<file path="src/rtl/program_loader_if.sv">
// Byte-stream handshake between the host feeder and the program loader.
// The host drives byte_valid/byte_data and the loader answers with byte_ready;
// a byte transfers on a rising clock edge when byte_valid && byte_ready.
interface program_loader_if;
  logic       byte_valid;
  logic [7:0] byte_data;
  logic       byte_ready;

  modport master (
    output byte_valid,
    output byte_data,
    input  byte_ready
  );

  modport slave (
    input  byte_valid,
    input  byte_data,
    output byte_ready
  );
endinterface

</file>
<file path="src/rtl/program_loader.sv">
// Program loader: receives a 16-bit big-endian word count followed by
// big-endian instruction words over a byte stream, writes each word to
// instruction memory at consecutive word addresses starting at BASE_ADDR,
// and keeps the core in reset (PC_reset high) until the whole program is in.
// An illegal count (zero or above MAX_WORDS) parks the loader in ERROR;
// DONE and ERROR are left only through a start pulse (or reset).
module program_loader #(
  parameter logic [31:0] BASE_ADDR = 32'h0000_0000,
  parameter int          MAX_WORDS = 256
) (
  input  logic                   clock,
  input  logic                   reset,
  program_loader_if.slave        host,
  input  logic                   start,
  output logic                   inst_memory_load_enable,
  output logic [31:0]            inst_memory_write_addr,
  output logic [31:0]            inst_memory_write_data,
  output logic                   PC_reset,
  output logic                   load_done,
  output logic                   load_error
);

  localparam int          IDX_W     = $clog2(MAX_WORDS + 1);
  localparam logic [15:0] MAX_COUNT = 16'(MAX_WORDS);

  typedef enum logic [2:0] {
    LEN_HI,
    LEN_LO,
    DATA,
    WRITE,
    DONE,
    ERROR
  } state_t;

  state_t             state;
  logic [15:0]        count;
  logic [IDX_W-1:0]   index;
  logic [1:0]         byte_cnt;
  logic [31:0]        shift_reg;

  logic               accept;
  logic [15:0]        full_count;
  logic [31:0]        next_word;
  logic               last_word;

  // The host may only push bytes while we are collecting the header or data;
  // the ready decode looks at the state alone, never at byte_valid.
  assign host.byte_ready = (state == LEN_HI) || (state == LEN_LO) || (state == DATA);
  assign accept          = host.byte_valid && host.byte_ready;

  // Count as it will look once the low byte currently on the bus lands.
  assign full_count = {count[15:8], host.byte_data};
  // Big-endian packing: the first byte of a word ends up in bits [31:24].
  assign next_word  = {shift_reg[23:0], host.byte_data};
  // Compare at 17 bits so index+1 cannot wrap before being checked.
  assign last_word  = (17'(index) + 17'd1) == {1'b0, count};

  // Loader FSM with all outputs registered alongside the state.
  always_ff @(posedge clock) begin
    if (reset) begin
      state                   <= LEN_HI;
      count                   <= 16'h0000;
      index                   <= '0;
      byte_cnt                <= 2'd0;
      shift_reg               <= 32'h0000_0000;
      inst_memory_load_enable <= 1'b0;
      inst_memory_write_addr  <= BASE_ADDR;
      inst_memory_write_data  <= 32'h0000_0000;
      PC_reset                <= 1'b1;
      load_done               <= 1'b0;
      load_error              <= 1'b0;
    end else begin
      case (state)
        LEN_HI: begin
          if (accept) begin
            count[15:8] <= host.byte_data;
            state       <= LEN_LO;
          end
        end

        LEN_LO: begin
          if (accept) begin
            count[7:0] <= host.byte_data;
            if ((full_count == 16'h0000) || (full_count > MAX_COUNT)) begin
              load_error <= 1'b1;
              state      <= ERROR;
            end else begin
              state <= DATA;
            end
          end
        end

        DATA: begin
          if (accept) begin
            shift_reg <= next_word;
            if (byte_cnt == 2'd3) begin
              inst_memory_write_data  <= next_word;
              inst_memory_write_addr  <= BASE_ADDR + (32'(index) << 2);
              inst_memory_load_enable <= 1'b1;
              byte_cnt                <= 2'd0;
              state                   <= WRITE;
            end else begin
              byte_cnt <= byte_cnt + 2'd1;
            end
          end
        end

        WRITE: begin
          inst_memory_load_enable <= 1'b0;
          index                   <= index + 1'b1;
          if (last_word) begin
            PC_reset  <= 1'b0;
            load_done <= 1'b1;
            state     <= DONE;
          end else begin
            state <= DATA;
          end
        end

        DONE, ERROR: begin
          if (start) begin
            PC_reset   <= 1'b1;
            load_done  <= 1'b0;
            load_error <= 1'b0;
            index      <= '0;
            byte_cnt   <= 2'd0;
            state      <= LEN_HI;
          end
        end

        default: begin
          state <= LEN_HI;
        end
      endcase
    end
  end

endmodule
</file>
<file path="src/flat_wrapper.sv">
// flat-port wrapper written by rule: the top's interface ports become plain ports
module program_loader_flat 
#(
  parameter logic [31:0] BASE_ADDR = 32'h0000_0000,
  parameter int          MAX_WORDS = 256
)
  (clock, reset, start, inst_memory_load_enable, inst_memory_write_addr, inst_memory_write_data, PC_reset, load_done, load_error, host_byte_valid, host_byte_data, host_byte_ready);
  program_loader_if host_i ();
  input  logic clock;
  input  logic reset;
  input  logic start;
  output logic inst_memory_load_enable;
  output logic [31:0] inst_memory_write_addr;
  output logic [31:0] inst_memory_write_data;
  output logic PC_reset;
  output logic load_done;
  output logic load_error;
  input wire logic [$bits(host_i.byte_valid)-1:0] host_byte_valid;
  input wire logic [$bits(host_i.byte_data)-1:0] host_byte_data;
  output wire logic [$bits(host_i.byte_ready)-1:0] host_byte_ready;
  assign host_i.byte_valid = host_byte_valid;
  assign host_i.byte_data = host_byte_data;
  assign host_byte_ready = host_i.byte_ready;
  program_loader #(.BASE_ADDR(BASE_ADDR), .MAX_WORDS(MAX_WORDS)) u_core (.clock(clock), .reset(reset), .host(host_i), .start(start), .inst_memory_load_enable(inst_memory_load_enable), .inst_memory_write_addr(inst_memory_write_addr), .inst_memory_write_data(inst_memory_write_data), .PC_reset(PC_reset), .load_done(load_done), .load_error(load_error));
endmodule
</file>
<file path="config.mk">
export PLATFORM = sky130hd
export DESIGN_NAME = program_loader_flat
export DESIGN_NICKNAME = d
export VERILOG_FILES = /design/src/rtl/program_loader_if.sv /design/src/rtl/program_loader.sv /design/src/flat_wrapper.sv
export SDC_FILE = /design/constraint.sdc
export NUM_CORES = 1
export LEC_CHECK = 0
export ABC_AREA = 1
export CORE_MARGIN = 3
export CORE_UTILIZATION = 50
export CTS_CLUSTER_SIZE = 14
export DETAILED_ROUTE_END_ITERATION = 16
export GPL_ROUTABILITY_DRIVEN = 0
export HOLD_SLACK_MARGIN = 0.03
export PLACE_DENSITY = 0.76
export SYNTH_ARGS = -nofsm -noshare
export SYNTH_HDL_FRONTEND = slang
export SYNTH_SLANG_ARGS = --single-unit
</file>
<file path="constraint.sdc">
create_clock -name clock -period 3.5 [get_ports clock]
set_input_delay 0.35 -clock clock [delete_from_list [all_inputs] [get_ports clock]]
set_output_delay 0.35 -clock clock [all_outputs]
set_load 0.02 [all_outputs]
</file>
# == Word level (Yosys, flattened, before mapping) ==
# Index checks and enable logic that the tools add are counted.
# op_classes
n_mux,26
add_sub_neg,3
n_eq_ne,14
n_reduce_logical,21
order_cmp,1
# ops
operator,count
$mux 3,7
$pmux 9 s2,1
$eq 17x16->1,1
$gt 16x9->1 const B,1
$logic_not 16->1,1
$pmux 3 s5,1
$reduce_and 3->1,4
$add 9x1->10 const B,1
$add 9x1->9 const B,1
$mux 9,1
$mux 1,8
$ne 2x1->1 const B,4
$pmux 1 s2,4
$reduce_and 2->1,4
$reduce_bool 2->1,4
$eq 3x2->1 const B,2
$eq 3x3->1 const B,2
$mux 2,3
$ne 2x2->1 const B,3
$reduce_and 5->1,1
$pmux 2 s2,1
$reduce_and 4->1,1
$eq 3x1->1 const B,1
$logic_not 3->1,1
other kinds (5),7
# totals
regBits,99
out_inout_bits,69
input_bits,12
elab_cells,77

# == Logic depth before layout (Yosys ltp) ==
# logic_depth
word_depth,6
depth_mapped,14
ltp_nobuf,14

# == Worst setup path after synthesis ==
# Ideal clock, no wire load.
# synth_path
kind,reg-to-reg
start,register u_core.index[0]
end,register u_core.load_done
period_less_slack_ps,1680
t_arrival_ps,1550
required_time_ps,3370
path_slack_ps,1820
setup_ps,130
stages_incl_launch_ff,15
path_buffers,0
path_cell_list,dfxtp_1 -> ha_1 -> nand3_2 -> inv_2 -> nand2_1 -> nand2_1 -> nand2_1 -> nand2_1 -> nand2_1 -> nor2_2 -> nand3_2 -> nand2_2 -> nand2_1 -> nand2_1 -> a21oi_2
# synth_via
elab_chain_cells,4
# synth_lines
element,line_no,source
"start, declared",program_loader.sv:37,logic [IDX_W-1:0] index;
"start signal, assigned",program_loader.sv:110,index <= index + 1'b1;
$add 9x1->10,program_loader.sv:56,"assign last_word = (17'(index) + 17'd1) == {1'b0, count};"
$eq 17x16->1,program_loader.sv:56,
$ne 2x1->1 (no source line),n/a,
$reduce_and 3->1 (no source line),n/a,
"end signal, assigned",program_loader.sv:70,load_done <= 1'b0;
"end signal, assigned",program_loader.sv:113,load_done <= 1'b1;
"end signal, assigned",program_loader.sv:123,load_done <= 1'b0;
"end, declared",program_loader.sv:19,"output logic load_done,"
# No other way between the ends.
# A chain may end at the register's enable or synchronous reset.

# == Final worst setup path ==
# layout_path
start,register u_core.index[0]
end,register u_core.PC_reset
# layout_via
elab_chain_cells,4
# layout_lines
element,line_no,source
$add 9x1->10,program_loader.sv:56,
$eq 17x16->1,program_loader.sv:56,
$ne 2x1->1 (no source line),n/a,
$reduce_and 3->1 (no source line),n/a,
"end signal, assigned",program_loader.sv:69,PC_reset <= 1'b1;
"end signal, assigned",program_loader.sv:112,PC_reset <= 1'b0;
"end signal, assigned",program_loader.sv:122,PC_reset <= 1'b1;
"end, declared",program_loader.sv:18,"output logic PC_reset,"
# No other way between the ends.

==> results.yml <==
logic_synthesis:
  yosysWarningCount: 0
  yosys.area.top_type_share_pct: 46.8
  synthAdderAreaFrac_pct: 0.591
  synth_simple_gate_area_share_pct: 21.9
  synth-edff-count: 0
  netlist_instances: 589
  yosys.cell_count.top_type: "sky130_fd_sc_hd__dfxtp_1"
  synth_xor_area_share_pct: 0.414
  asyncSetResetFlopFracSynth_pct: 0
  synth_area_per_cell_sq_um: 7.18
  synthTopCellsByArea: "sky130_fd_sc_hd__dfxtp_1, sky130_fd_sc_hd__a21oi_1, sky130_fd_sc_hd__nor2_1, sky130_fd_sc_hd__nand2_1, sky130_fd_sc_hd__inv_1"
  synth_top_family_by_area: "simple AND/OR/NAND/NOR gates"
  netlist_top_cells_count: "sky130_fd_sc_hd__dfxtp_1, sky130_fd_sc_hd__a21oi_1, sky130_fd_sc_hd__nor2_1, sky130_fd_sc_hd__nand2_1, sky130_fd_sc_hd__inv_1"
  synth_top_area_cell: "sky130_fd_sc_hd__dfxtp_1"
  ys_ff_latch: 99
  synth_flop_type: "sky130_fd_sc_hd__dfxtp_1"
  synth-compound-area-share_pct: 17.4
  ys_types: 28
  synth_area_sq_um: 4230
  mux_contribution_to_synthesized_area_pct: 0
  synth_seq_area_share_pct: 46.8
timing:
  max_clock_freq_mhz: 490
  maxSlewHeadroom_pct: 29.6
  layout_min_cycle_time_ns: 2.04
  final_period_utilization_pct: 58.3
  hold_viol: 0
  worst-slew-pin-transition_ns: 1.06
  setup_total_neg_slack_ns: 0
  setup_viol_count_final: 0
  rsz0062_at_grt: "false"
  final_max_slew_viol_count: 0
  worst_clock_skew_ns: 0.00982
routing:
  vias: 3793
  drt_first_iter_violations: 198
  route.antenna.remaining_nets: 0
  drc: 0
  wl_per_cell_microns: 12.7
  detailedRoute.firstPassIterationCount: 5
  drt-vias-per-instance: 5.13
  postRouteWirelength_microns: 9430
power:
  worst_ir_drop_vdd_v: 0.000349
  leakage_power_total_uw: 0.00190
  cellPowerDensity_nw_per_um2: 435
floorplan:
  chipHeight_microns: 98.0
  design.portCount: 81
  dieWidth_microns: 98.0
  initial_utilization_pct: 53.1
  floorplan_core_area_sq_um: 7970
  std_cell_rows: 32
  design.die.area_sq_um: 9600
grt:
  grt-ovfl-total: 0
  first_global_vias: 3374
  grt_max_degree: 65
  wire_length_of_the_first_global_routing_pass_microns: 15900
  grt_use_total_pct: 19.9
  grt_antenna_before_repair: 0
cells_and_area:
  area_delta_synth_final_pct: 17.4
  layoutNonFillerInstCount: 740
  nets: 647
  layout.core_utilization_pct: 62.4
  num_antenna_cells: 0
  number_of_flip_flops_under_the_largest_register_name: 32
  post_route_cells_drive_above_1_share_pct: 5.96
  stdcell_area_sq_um: 4970
clock_tree:
  post_cts_hold_buffer_count: 0
  cts_tree: "yes"
  clkSlewWorstSetupHoldPaths_ns: 0.10
  cts-htree-levels: 3
  post_cts_resize_count: 0
  post_cts_buffers: 0
  clock_sinks: 99
  clock-root-buffer: "sky130_fd_sc_hd__clkbuf_8"
  cts_made_buffers: 9
  clock_path_buffers: 2
  clock_latency_ns: 0.36
place:
  post_dp_cell_area_sq_um: 4760
  placement.io_buffers: 57
  detailedPlacementHpwl_microns: 6530
  post-place-cells: 724
critical_path:
  cp_data_arrival_time_ns: 2.25
  category_of_the_critical_setup_timing_path: "register to register"
  ff2ff_path_depth: 12
  timing.critical_path.from_type: "register"
  timing.rr.end: "u_core.PC_reset"
  timing.rr.start: "u_core.index[0]"
  rrSetupSlack_ns: 1.46
  timing.critical_path.required_ns: 3.71
  path_max_fanout: 8
  critPathCaptureType: "register"
status:
  run_status: "finished clean"
min_path:
  hold_class: "register to register"
  hold-path-endpoint: "u_core.inst_memory_write_addr[3]"
  hp-start: "u_core.inst_memory_write_addr[3]"
  min_delay_path_depth: 2
job:
  timing.max_cap.violations: 0
-- stage by stage --
step                      setup WS [ns]  hold slack (ns)  total power, uW
after CTS                          1.49            0.474             2170
after detailed placement           1.26            0.457             1420
final                              1.46            0.470             2160
after global placement             1.31            0.450             1420
after floorplan                    1.82            0.441             1380
after global routing               1.29            0.480             2250
-- report_power, final --
| part | switching (uW) | internal, uW |
|---|---|---|
| combinational | 142 | 65.1 |
| sequential | 28.4 | 1160 |
| clock | 416 | 344 |
-- layout by cell type, fill, tap and decap left out, types with 5 or more instances in the layout --
cell type / count
sky130_fd_sc_hd__buf_4: 5
sky130_fd_sc_hd__clkbuf_8: 9
sky130_fd_sc_hd__nor2_1: 93
sky130_fd_sc_hd__clkdlybuf4s50_1: 56
sky130_fd_sc_hd__nand3_1: 23
sky130_fd_sc_hd__a21oi_1: 97
sky130_fd_sc_hd__o21ai_0: 45
sky130_fd_sc_hd__conb_1: 23
sky130_fd_sc_hd__inv_1: 64
sky130_fd_sc_hd__nand2_1: 85
sky130_fd_sc_hd__dfxtp_1: 99
-- layout make-up --
class                      instances  area (sq um)
fill                             714          3000
timing repair buffer              62           603
sequential                        99          1980
clock inverter                     7          87.6
multi-input combinational        393          1790
clock buffer                       9           124
inverter                          68           255
tap                              102           128
-- per-layer routing --
| layer | share of wire [%] | wire [microns] | track usage [%] |
|---|---|---|---|
| met1 | 47 | 4400 | 26.4 |
| met2 | 47 | 4420 | 33.0 |
| met3 | 5.3 | 503 | 5.00 |
| met4 | 1.0 | 95 | 4.15 |
| met5 | 0 | 0 | 0 |
-- worst max-delay path, cell delays in order, from the launching register on --
cell and delay, ns:
sky130_fd_sc_hd__dfxtp_1 0.51, sky130_fd_sc_hd__ha_1 0.26, sky130_fd_sc_hd__nand3_2 0.18, sky130_fd_sc_hd__o21ai_2 0.18
sky130_fd_sc_hd__nand2_1 0.11, sky130_fd_sc_hd__nand2_1 0.07, sky130_fd_sc_hd__nand2_1 0.05, sky130_fd_sc_hd__nor2_2 0.17
sky130_fd_sc_hd__nand3_2 0.10, sky130_fd_sc_hd__nand2_2 0.08, sky130_fd_sc_hd__nand2_1 0.06, sky130_fd_sc_hd__nand2_1 0.06
sky130_fd_sc_hd__nand3_1 0.06
-- worst max-delay path by stage --
stage,startpoint,to,slack [ns]
final,u_core.index[0],u_core.PC_reset,1.46
after global routing,u_core.index[0],u_core.state[2],1.29
after CTS,u_core.index[0],u_core.PC_reset,1.49
after detailed placement,host_byte_valid,u_core.inst_memory_write_data[31],1.26
after global placement,host_byte_valid,u_core.inst_memory_write_data[8],1.31
after floorplan,u_core.index[0],u_core.load_done,1.82
-- cell families after synthesis --
logic type | Yosys count
fa+ha+maj | 2
xor+xnor | 2
buf+inv | 119
other cells | 1
simple gates | 221
compound gates | 145
flops | 99
(Power assumes the default switching activity.)
